==> src/rtl/spi_pkg.sv <==
// Shared types and constants for the tick-paced SPI master.
package spi_pkg;
    localparam int unsigned DATA_WIDTH_DEF = 8;
    localparam int unsigned TICK_CNT_W     = 4;

    typedef enum logic [2:0] {IDLE, SETUP, XFER, GAP, HOLD} state_t;
endpackage

==> src/rtl/sync2.sv <==
// Two-flop synchronizer for a single asynchronous input bit.
module sync2 (
    input  logic clk,
    input  logic rst_n,
    input  logic d,
    output logic q
);
    logic meta;

    always_ff @(posedge clk or negedge rst_n) begin
        if (!rst_n) begin
            meta <= 1'b0;
            q    <= 1'b0;
        end else begin
            meta <= d;
            q    <= meta;
        end
    end
endmodule

==> src/rtl/spi_tick_master.sv <==
// Mode-0 SPI master whose bit rate is paced by an external prescaler tick.
// Supports bursts: CS_N stays low between words while LAST=0.
module spi_tick_master
    import spi_pkg::*;
#(
    parameter int unsigned DATA_WIDTH  = DATA_WIDTH_DEF,
    parameter int unsigned SETUP_TICKS = 1,
    parameter int unsigned HOLD_TICKS  = 1
) (
    input  logic                  CLK,
    input  logic                  RESETN,
    input  logic                  TICK,
    input  logic                  START,
    input  logic                  LAST,
    input  logic [DATA_WIDTH-1:0] TX_DATA,
    output logic                  READY,
    output logic [DATA_WIDTH-1:0] RX_DATA,
    output logic                  RX_VALID,
    output logic                  CS_N,
    output logic                  SCLK,
    output logic                  MOSI,
    input  logic                  MISO
);
    localparam int unsigned BIT_CNT_W = (DATA_WIDTH > 1) ? $clog2(DATA_WIDTH) : 1;
    localparam logic [TICK_CNT_W-1:0] SETUP_LAST = TICK_CNT_W'(SETUP_TICKS - 1);
    localparam logic [TICK_CNT_W-1:0] HOLD_LAST  = TICK_CNT_W'(HOLD_TICKS - 1);
    localparam logic [BIT_CNT_W-1:0]  BIT_LAST   = BIT_CNT_W'(DATA_WIDTH - 1);

    state_t                  state_q, state_d;
    logic [TICK_CNT_W-1:0]   tick_cnt_q, tick_cnt_d;
    logic [BIT_CNT_W-1:0]    bit_cnt_q, bit_cnt_d;
    logic [DATA_WIDTH-1:0]   tx_sh_q, tx_sh_d;
    logic [DATA_WIDTH-1:0]   rx_sh_q, rx_sh_d;
    logic [DATA_WIDTH-1:0]   rx_data_d;
    logic                    last_q, last_d;
    logic                    cs_n_d, sclk_d, mosi_d, ready_d, rx_valid_d;
    logic                    miso_s;
    logic                    accept_c;

    sync2 u_miso_sync (
        .clk   (CLK),
        .rst_n (RESETN),
        .d     (MISO),
        .q     (miso_s)
    );

    assign accept_c = START & READY;

    // State and all registered outputs.
    always_ff @(posedge CLK or negedge RESETN) begin
        if (!RESETN) begin
            state_q    <= IDLE;
            tick_cnt_q <= '0;
            bit_cnt_q  <= '0;
            tx_sh_q    <= '0;
            rx_sh_q    <= '0;
            last_q     <= 1'b0;
            CS_N       <= 1'b1;
            SCLK       <= 1'b0;
            MOSI       <= 1'b0;
            READY      <= 1'b1;
            RX_VALID   <= 1'b0;
            RX_DATA    <= '0;
        end else begin
            state_q    <= state_d;
            tick_cnt_q <= tick_cnt_d;
            bit_cnt_q  <= bit_cnt_d;
            tx_sh_q    <= tx_sh_d;
            rx_sh_q    <= rx_sh_d;
            last_q     <= last_d;
            CS_N       <= cs_n_d;
            SCLK       <= sclk_d;
            MOSI       <= mosi_d;
            READY      <= ready_d;
            RX_VALID   <= rx_valid_d;
            RX_DATA    <= rx_data_d;
        end
    end

    // Next-state and next-output logic.
    always_comb begin
        state_d    = state_q;
        tick_cnt_d = tick_cnt_q;
        bit_cnt_d  = bit_cnt_q;
        tx_sh_d    = tx_sh_q;
        rx_sh_d    = rx_sh_q;
        last_d     = last_q;
        cs_n_d     = CS_N;
        sclk_d     = SCLK;
        mosi_d     = MOSI;
        rx_data_d  = RX_DATA;
        rx_valid_d = 1'b0;

        case (state_q)
            IDLE: begin
                if (accept_c) begin
                    tx_sh_d    = TX_DATA;
                    last_d     = LAST;
                    mosi_d     = TX_DATA[DATA_WIDTH-1];
                    cs_n_d     = 1'b0;
                    tick_cnt_d = '0;
                    state_d    = SETUP;
                end
            end
            SETUP: begin
                if (TICK) begin
                    if (tick_cnt_q == SETUP_LAST) begin
                        bit_cnt_d = '0;
                        state_d   = XFER;
                    end else begin
                        tick_cnt_d = tick_cnt_q + TICK_CNT_W'(1);
                    end
                end
            end
            XFER: begin
                if (TICK) begin
                    sclk_d = ~SCLK;
                    if (!SCLK) begin
                        rx_sh_d = {rx_sh_q[DATA_WIDTH-2:0], miso_s};
                    end else if (bit_cnt_q == BIT_LAST) begin
                        rx_data_d  = rx_sh_q;
                        rx_valid_d = 1'b1;
                        tick_cnt_d = '0;
                        state_d    = last_q ? HOLD : GAP;
                    end else begin
                        // Rotate rather than shift so every TX bit stays in use.
                        bit_cnt_d = bit_cnt_q + BIT_CNT_W'(1);
                        tx_sh_d   = {tx_sh_q[DATA_WIDTH-2:0], tx_sh_q[DATA_WIDTH-1]};
                        mosi_d    = tx_sh_q[DATA_WIDTH-2];
                    end
                end
            end
            GAP: begin
                if (accept_c) begin
                    tx_sh_d   = TX_DATA;
                    last_d    = LAST;
                    mosi_d    = TX_DATA[DATA_WIDTH-1];
                    bit_cnt_d = '0;
                    state_d   = XFER;
                end
            end
            HOLD: begin
                if (TICK) begin
                    if (tick_cnt_q == HOLD_LAST) begin
                        cs_n_d  = 1'b1;
                        state_d = IDLE;
                    end else begin
                        tick_cnt_d = tick_cnt_q + TICK_CNT_W'(1);
                    end
                end
            end
            default: state_d = IDLE;
        endcase

        ready_d = (state_d == IDLE) || (state_d == GAP);
    end
endmodule

==> config.mk <==
export PLATFORM = sky130hd
export DESIGN_NAME = spi_tick_master
export DESIGN_NICKNAME = d
export VERILOG_FILES = /design/src/rtl/spi_pkg.sv /design/src/rtl/sync2.sv /design/src/rtl/spi_tick_master.sv
export SDC_FILE = /design/constraint.sdc
export NUM_CORES = 1
export LEC_CHECK = 0
export ABC_AREA = 1
export BUFFER_PORTS_ARGS = -buffer_cell sky130_fd_sc_hd__buf_4
export CAP_MARGIN = 10
export CORE_MARGIN = 2
export CORE_UTILIZATION = 30
export DETAILED_ROUTE_END_ITERATION = 8
export GPL_TIMING_DRIVEN = 0
export PLACE_DENSITY = 0.51
export SETUP_SLACK_MARGIN = 0.4
export SYNTH_ARGS = -nofsm -noshare
export SYNTH_HDL_FRONTEND = slang
export SYNTH_SLANG_ARGS = --single-unit
export TNS_END_PERCENT = 10
==> constraint.sdc <==
create_clock -name CLK -period 2 [get_ports CLK]
set_input_delay 0.3 -clock CLK [delete_from_list [all_inputs] [get_ports CLK]]
set_output_delay 0.3 -clock CLK [all_outputs]
set_load 0.1 [all_outputs]
==> results of run 1 <==
## routing by layer
layer / vias up / wire length, µm / global-route usage, %
met2: 26 / 1730 / 18.8
li1: 844 / - / -
met5: - / 0 / 0
met4: 0 / 72 / 4.33
met3: 8 / 162 / 3.70
met1: 746 / 2030 / 16.1
## cells by family (layout without fill, tap and decap cells)
logic type      after synthesis  count (layout)  synth area share [%]
compound gates               23              23                  5.95
xor+xnor                      2               2                 0.886
fa+ha+maj                     4               4                  2.53
buf+inv                      30              68                  6.33
flops                        41              41                  52.0
simple gates                145             145                  32.3
## worst max-delay path: stages (launching register included)
cell and delay, ns:
sky130_fd_sc_hd__dfrtp_1 0.43, sky130_fd_sc_hd__inv_4 0.12, sky130_fd_sc_hd__nand2_1 0.11, sky130_fd_sc_hd__nor2_4 0.23
sky130_fd_sc_hd__buf_4 0.16, sky130_fd_sc_hd__nand2_4 0.07, sky130_fd_sc_hd__buf_4 0.18, sky130_fd_sc_hd__o21ai_0 0.17
## worst paths after layout
check | end | slack, ns | cells after the start | start
worst max-delay path | RX_DATA[5]$_DFFE_PN0P_ | 0.45 | 7 | state_q[2]$_DFF_PN0_
worst min-delay path | tick_cnt_q[1]$_DFFE_PN0P_ | -0.03 | 1 | RESETN
worst max register to register | RX_DATA[5]$_DFFE_PN0P_ | 0.45 | 7 | state_q[2]$_DFF_PN0_
worst min register to register | u_miso_sync.q$_DFF_PN0_ | 0.36 | 0 | u_miso_sync.meta$_DFF_PN0_
max in group asynchronous | SCLK$_DFFE_PN0P_ | 1.64 | 1 | RESETN
min in group CLK | u_miso_sync.meta$_DFF_PN0_ | 0.11 | 1 | MISO
## power by group through the flow
stage / logic, mW / registers (mW) / clock network (mW)
after detailed placement: 1.62 / 1.26 / 0
final: 1.69 / 1.24 / 0.701
after CTS: 1.63 / 1.24 / 0.729
after global placement: 1.61 / 1.26 / 0
after floorplan: 0.955 / 1.55 / 0
after global routing: 1.91 / 1.28 / 0.762
## metrics by stage
stage / total power, mW / utilization [%] / cells / instance area [µm²] / setup slack [ns]
3_3_place_gp: 2.87 / 35.7 / 348 / 2270 / 0.340
4_1_cts: 3.60 / 37.7 / 356 / 2390 / 0.397
6_report: 3.64 / 38.6 / 360 / 2450 / 0.455
3_5_place_dp: 2.88 / 35.7 / 348 / 2270 / 0.343
2_1_floorplan: 2.50 / - / 245 / 1980 / 0.390
5_1_grt: 3.95 / 38.6 / 360 / 2450 / 0.352
## Yosys cell counts, drive strengths merged
| cell type | instances |
|---|---|
| buf | 3 |
| nand3 | 17 |
| dfstp | 2 |
| ha | 4 |
| nand2 | 105 |
| inv | 27 |
| nor2 | 19 |
| nand4 | 2 |
| a21oi | 4 |
| o21ai | 18 |
| dfrtp | 39 |
| o31ai | 1 |
| nor3 | 1 |
| nand3b | 1 |
| xor2 | 2 |
## repair_timing
item,CTS,global route
pin swaps,0,3
setup endpoints to repair,9,29
setup buffers,0,4
resized for setup,1,10
## flip-flops by register name (all words and copies together), names as in the netlist
signal	flops
RX_DATA	8
rx_sh_q	8
tx_sh_q	7
tick_cnt_q	4
bit_cnt_q	3
state_q	3
CS_N	1
MOSI	1
READY	1
RX_VALID	1
SCLK	1
last_q	1
u_miso_sync.meta	1
u_miso_sync.q	1
## area by class of cell
class | instances | area (µm²) | area share (%)
Tap cell | 77 | 96.3 | 3.93
Timing Repair Buffer | 30 | 225 | 9.19
Clock inverter | 2 | 37.5 | 1.53
Buffer | 3 | 23.8 | 0.970
Clock buffer | 6 | 82.6 | 3.37
Inverter | 27 | 106 | 4.34
Sequential cell | 41 | 1030 | 42.1
Multi-Input combinational cell | 174 | 847 | 34.6
==> run metrics, run 1 <==
status=complete, but fails checks; violations in the final reports=hold timing; most frequent cells in the layout=sky130_fd_sc_hd__nand2_1, sky130_fd_sc_hd__dfrtp_1, sky130_fd_sc_hd__buf_4; half-perimeter wire length of the detailed placement result=around 2800 µm; H-tree lvl count=2; Die ar.=around 0.0073 mm²; most frequent standard cell in the layout excluding fill and tap cells=sky130_fd_sc_hd__nand2_1; combined global-route utilization of all metal layers=12.1%; die outline height=85.2 µm; IO Count=27; final number of max-transition violations=0; clock tree from TritonCTS=built; share of final-layout standard cells stronger than drive strength 1=21.9%; final critical delay including setup and external delays=~1.5 ns; Critical Setup Path Class=reg -> reg; Comb pwr share=a little under half; IO buf count=26; final wirelength=4000 µm; master cell of the clock root buffer=sky130_fd_sc_hd__clkbuf_8; wire length of the first global-routing pass=approximately 7100 µm; number of nets in the layout=300; area overhead of the layout relative to synthesis=23.9%; yosys synthesis warning count=0; Worst Hold Margin=-0.0255 ns; switching portion of total power=44.7%; arrival time at the worst endpoint=roughly 1.8 ns; largest net degree at the start of global routing=42; die boundary width=~85 µm; Clk pwr share=about a fifth; Max clock buf depth=2; worst slew pin tran=0.521 ns; worst vdd rail ir drop=between 0.6 and 0.7 mV; fill cell count=around 660; clock latency on the worst-skew pair=about 0.29 ns; core region area=approximately 0.0063 mm²; Worst Hold Class=in -> async; ranking of synthesized cells by area=sky130_fd_sc_hd__dfrtp_1, sky130_fd_sc_hd__nand2_1, sky130_fd_sc_hd__inv_1; row count=29; proportion of power drawn by flip-flops and latches=34.2%; cell type with the highest aggregate area in the netlist=sky130_fd_sc_hd__dfrtp_1; Initial Util=31.1%; total of flip-flops plus latches after synthesis=between 40 and 50; hold_buf cts=0; number of antenna violations at the first check in global routing=0; DRC violation total after the first TritonRoute iteration=82; sequential cell area fraction in the yosys report=52.0%; worst-case headroom to the max-slew limit=65.3%; gate count after technology mapping=245; # setup viols final=0; setup TNS=0 ns; number of sinks driven by the clock tree=41; highest fanout seen on the critical path=10; areal power density over the cells=around 1500 mW/mm²; internal power summed over all cells=slightly above 2 mW; synthesized area per cell=~8 µm²; unrepaired setup endpoints after global routing=true; Max Clock Skew=~0.0075 ns; net switching power figure=between 1.5 and 2 mW; endpoints failing hold=39; GRT Residual Overflow=0; Setup crit start kind=flip-flop; Final Cycle Share=a little under 80%; number of optimization iterations in the first detailed-route pass=4; Diodes inserted=0; max-cap check violation count=0; required arrival time at the worst endpoint=roughly 2.2 ns; average wire per cell in the routed design=11.1 µm; kind of end point of the critical path=flip-flop; Detail Route Antenna Nets=0; DRC violation count after routing=0; number of CTS-inserted buffers=5; number of unique standard cell types used by synthesis=24; static power due to leakage=approximately 1.3 nW; post-synthesis cell area=0.00198 mm²; Synthesized Nets=approximately 260; Reg clk slew, reported paths=roughly 0.080 ns; maximum clock frequency=between 0.6 and 0.7 GHz; final RePlAce weighted congestion=approximately 0.76; share of the synthesized area in the top cell type=between 40% and 50%; via density per instance=4.51; total vias in the final route=about 1600; via count of the first global-routing pass=~1500
Note: power is estimated with default switching activity, not from simulation.
==> run 2: changes to the inputs <==
==> constraint.sdc (replaced) <==
create_clock -name CLK -period 1.5 [get_ports CLK]
set_input_delay 0.225 -clock CLK [delete_from_list [all_inputs] [get_ports CLK]]
set_output_delay 0.225 -clock CLK [all_outputs]
set_load 0.1 [all_outputs]
==> run 2 against run 1 <==
  * The run now ends clean
  * Via count grew 2.5%
  * Combinational power grew 65%
  * Final cell count up 3.9%
  * Die area stayed put
  * Power up 43%
  * First-iteration DRC count is 21% higher
  * Highest routed layer unchanged
==> run metrics, run 2 (synthesis gave the netlist of run 1 again) <==
Setup WS post-layout=0.0797 ns; number of CTS-inserted buffers=5; critical path's slowest cell=sky130_fd_sc_hd__dfrtp_1; die outline height=~85 µm; clock tree from TritonCTS=built; worst slew pin tran=approximately 0.52 ns; row count=29; DRC violation count after routing=0; number of antenna violations at the first check in global routing=0; endpoints failing hold=0; max-cap check violation count=0; kind of end point of the critical path=flip-flop; non-filler instance count after layout=around 370; final number of max-transition violations=0; core region area=0.00635 mm²; family with the most delay on the worst path=flip-flops; Worst Hold Class=in -> reg; worst vdd rail ir drop=1.10 mV; unrepaired setup endpoints after global routing=true; Max clock buf depth=2; Initial Util=between 30% and 40%; final wirelength=around 4300 µm; final RePlAce weighted congestion=approximately 0.76; Diodes inserted=0; Total Power=approximately 5.2 mW; clock latency on the worst-skew pair=0.30 ns; GRT Residual Overflow=0; Reg clk slew, reported paths=approximately 0.080 ns; largest net degree at the start of global routing=42; number of optimization iterations in the first detailed-route pass=4; Setup crit start kind=flip-flop; crit path buf inv count=1; number of sinks driven by the clock tree=41; die boundary width=around 85 µm; master cell of the clock root buffer=sky130_fd_sc_hd__clkbuf_8; setup TNS=0 ns; area overhead of the layout relative to synthesis=41.2%; critical path's largest stage delay=approximately 0.4 ns; Detail Route Antenna Nets=0; DRC violation total after the first TritonRoute iteration=around 100; # setup viols final=0; final core area utilization=between 40% and 50%; most frequent standard cell in the layout excluding fill and tap cells=sky130_fd_sc_hd__nand2_1; Final Cycle Share=94.7%; via count of the first global-routing pass=roughly 1600; H-tree lvl count=2; final critical delay including setup and external delays=approximately 1.4 ns; combined global-route utilization of all metal layers=approximately an eighth; pre-CTS setup slack=-0.0593 ns; leading registers by flop count=RX_DATA (8), rx_sh_q (8), tx_sh_q (7); areal power density over the cells=between 1500 and 2000 mW/mm²; crit-path cells=ha_2 -> ha_4 -> o21ai_4 -> inv_2 -> nor2_4 -> nand2_2 -> nand2_1 -> nand2_1; total vias in the final route=1665; worst-case headroom to the max-slew limit=65.2%; required arrival time at the worst endpoint=~1.7 ns; share of final-layout standard cells stronger than drive strength 1=a little under a third; reg-to-reg setup timing slack=around 0.08 ns; via density per instance=4.45; wire length of the first global-routing pass=around 7300 µm; number of nets in the layout=between 300 and 400; static power due to leakage=between 1 and 1.5 nW; placed cell area=~0.0023 mm²; half-perimeter wire length of the detailed placement result=around 2900 µm; highest fanout seen on the critical path=3; crit-path most repeated cell=sky130_fd_sc_hd__nand2_1; arrival time at the worst endpoint=~1.6 ns; maximum clock frequency=0.704 GHz; Die ar.=~0.0073 mm²; most frequent cells in the layout=sky130_fd_sc_hd__nand2_1, sky130_fd_sc_hd__dfrtp_1, sky130_fd_sc_hd__buf_4; average wire per cell in the routed design=approximately 12 µm; summed area of non-filler cells in the final layout=roughly 0.0028 mm²; Max Clock Skew=roughly 0.0055 ns; Worst Hold Margin=roughly 0.031 ns; status=completed; Critical Setup Path Class=reg -> reg; IO Count=27; post-placement cell count=approximately 350; IO buf count=26
run 2: cell count changes in the layout (fill, tap and decap cells not counted), sizes merged:
cell,delta
buf,+13
clkbuf,-1
bufinv,-1
clkinv,+2
dlygate4sd3,+1
run 2: layer usage:
| layer | vias to the layer above | wire length (µm) | part of all wire [%] | track usage, % |
|---|---|---|---|---|
| met1 | 774 | 2090 | 48 | 16.1 |
| met4 | 0 | 50 | 1.2 | 3.46 |
| met2 | 22 | 2000 | 46 | 20.4 |
| met5 | - | 0 | 0 | 0 |
| li1 | 863 | - | - | - |
| met3 | 6 | 190 | 4.4 | 3.89 |
run 2: layout make-up:
cell class                      instances  area [µm²]
Buffer                                  3        33.8
Clock buffer                            5        68.8
Clock inverter                          3        17.5
Fill cell                             648        3560
Inverter                               27         109
Multi-Input combinational cell        174         950
Sequential cell                        41        1040
Tap cell                               77        96.3
Timing Repair Buffer                   44         478
run 2: what timing repair did:
| item | CTS | global route |
|---|---|---|
| endpoints found under the hold margin | 39 | 0 |
| endpoints found under the setup margin | 52 | 52 |
| pin swaps | 8 | 16 |
| gates resized for setup | 14 | 48 |
| buffers inserted | 14 | 2 |
| gates cloned | 1 | 0 |
| hold buffers | 1 | 0 |
run 2: worst reg2reg max path: stages (launching register included):
cell,delay (ns)
sky130_fd_sc_hd__dfrtp_1,0.40
sky130_fd_sc_hd__ha_2,0.21
sky130_fd_sc_hd__ha_4,0.17
sky130_fd_sc_hd__o21ai_4,0.20
sky130_fd_sc_hd__inv_2,0.06
sky130_fd_sc_hd__nor2_4,0.10
sky130_fd_sc_hd__nand2_2,0.06
sky130_fd_sc_hd__nand2_1,0.06
sky130_fd_sc_hd__nand2_1,0.05
run 2: worst paths after layout:
check                                                 from                         end  cells past startpoint
worst max-delay path              bit_cnt_q[0]$_DFFE_PN0P_    bit_cnt_q[2]$_DFFE_PN0P_                      8
worst min-delay path                                  MISO  u_miso_sync.meta$_DFF_PN0_                      1
worst max register to register    bit_cnt_q[0]$_DFFE_PN0P_    bit_cnt_q[2]$_DFFE_PN0P_                      8
worst min register to register  u_miso_sync.meta$_DFF_PN0_     u_miso_sync.q$_DFF_PN0_                      0
max in group asynchronous                           RESETN            SCLK$_DFFE_PN0P_                      2
min in group asynchronous                           RESETN   tick_cnt_q[0]$_DFFE_PN0P_                      2
run 2: power by group:
group          internal, mW  switching [mW]  leakage, nW
clock                 0.321           0.390       0.0439
combinational          1.03            1.76        0.874
sequential             1.46           0.248        0.526
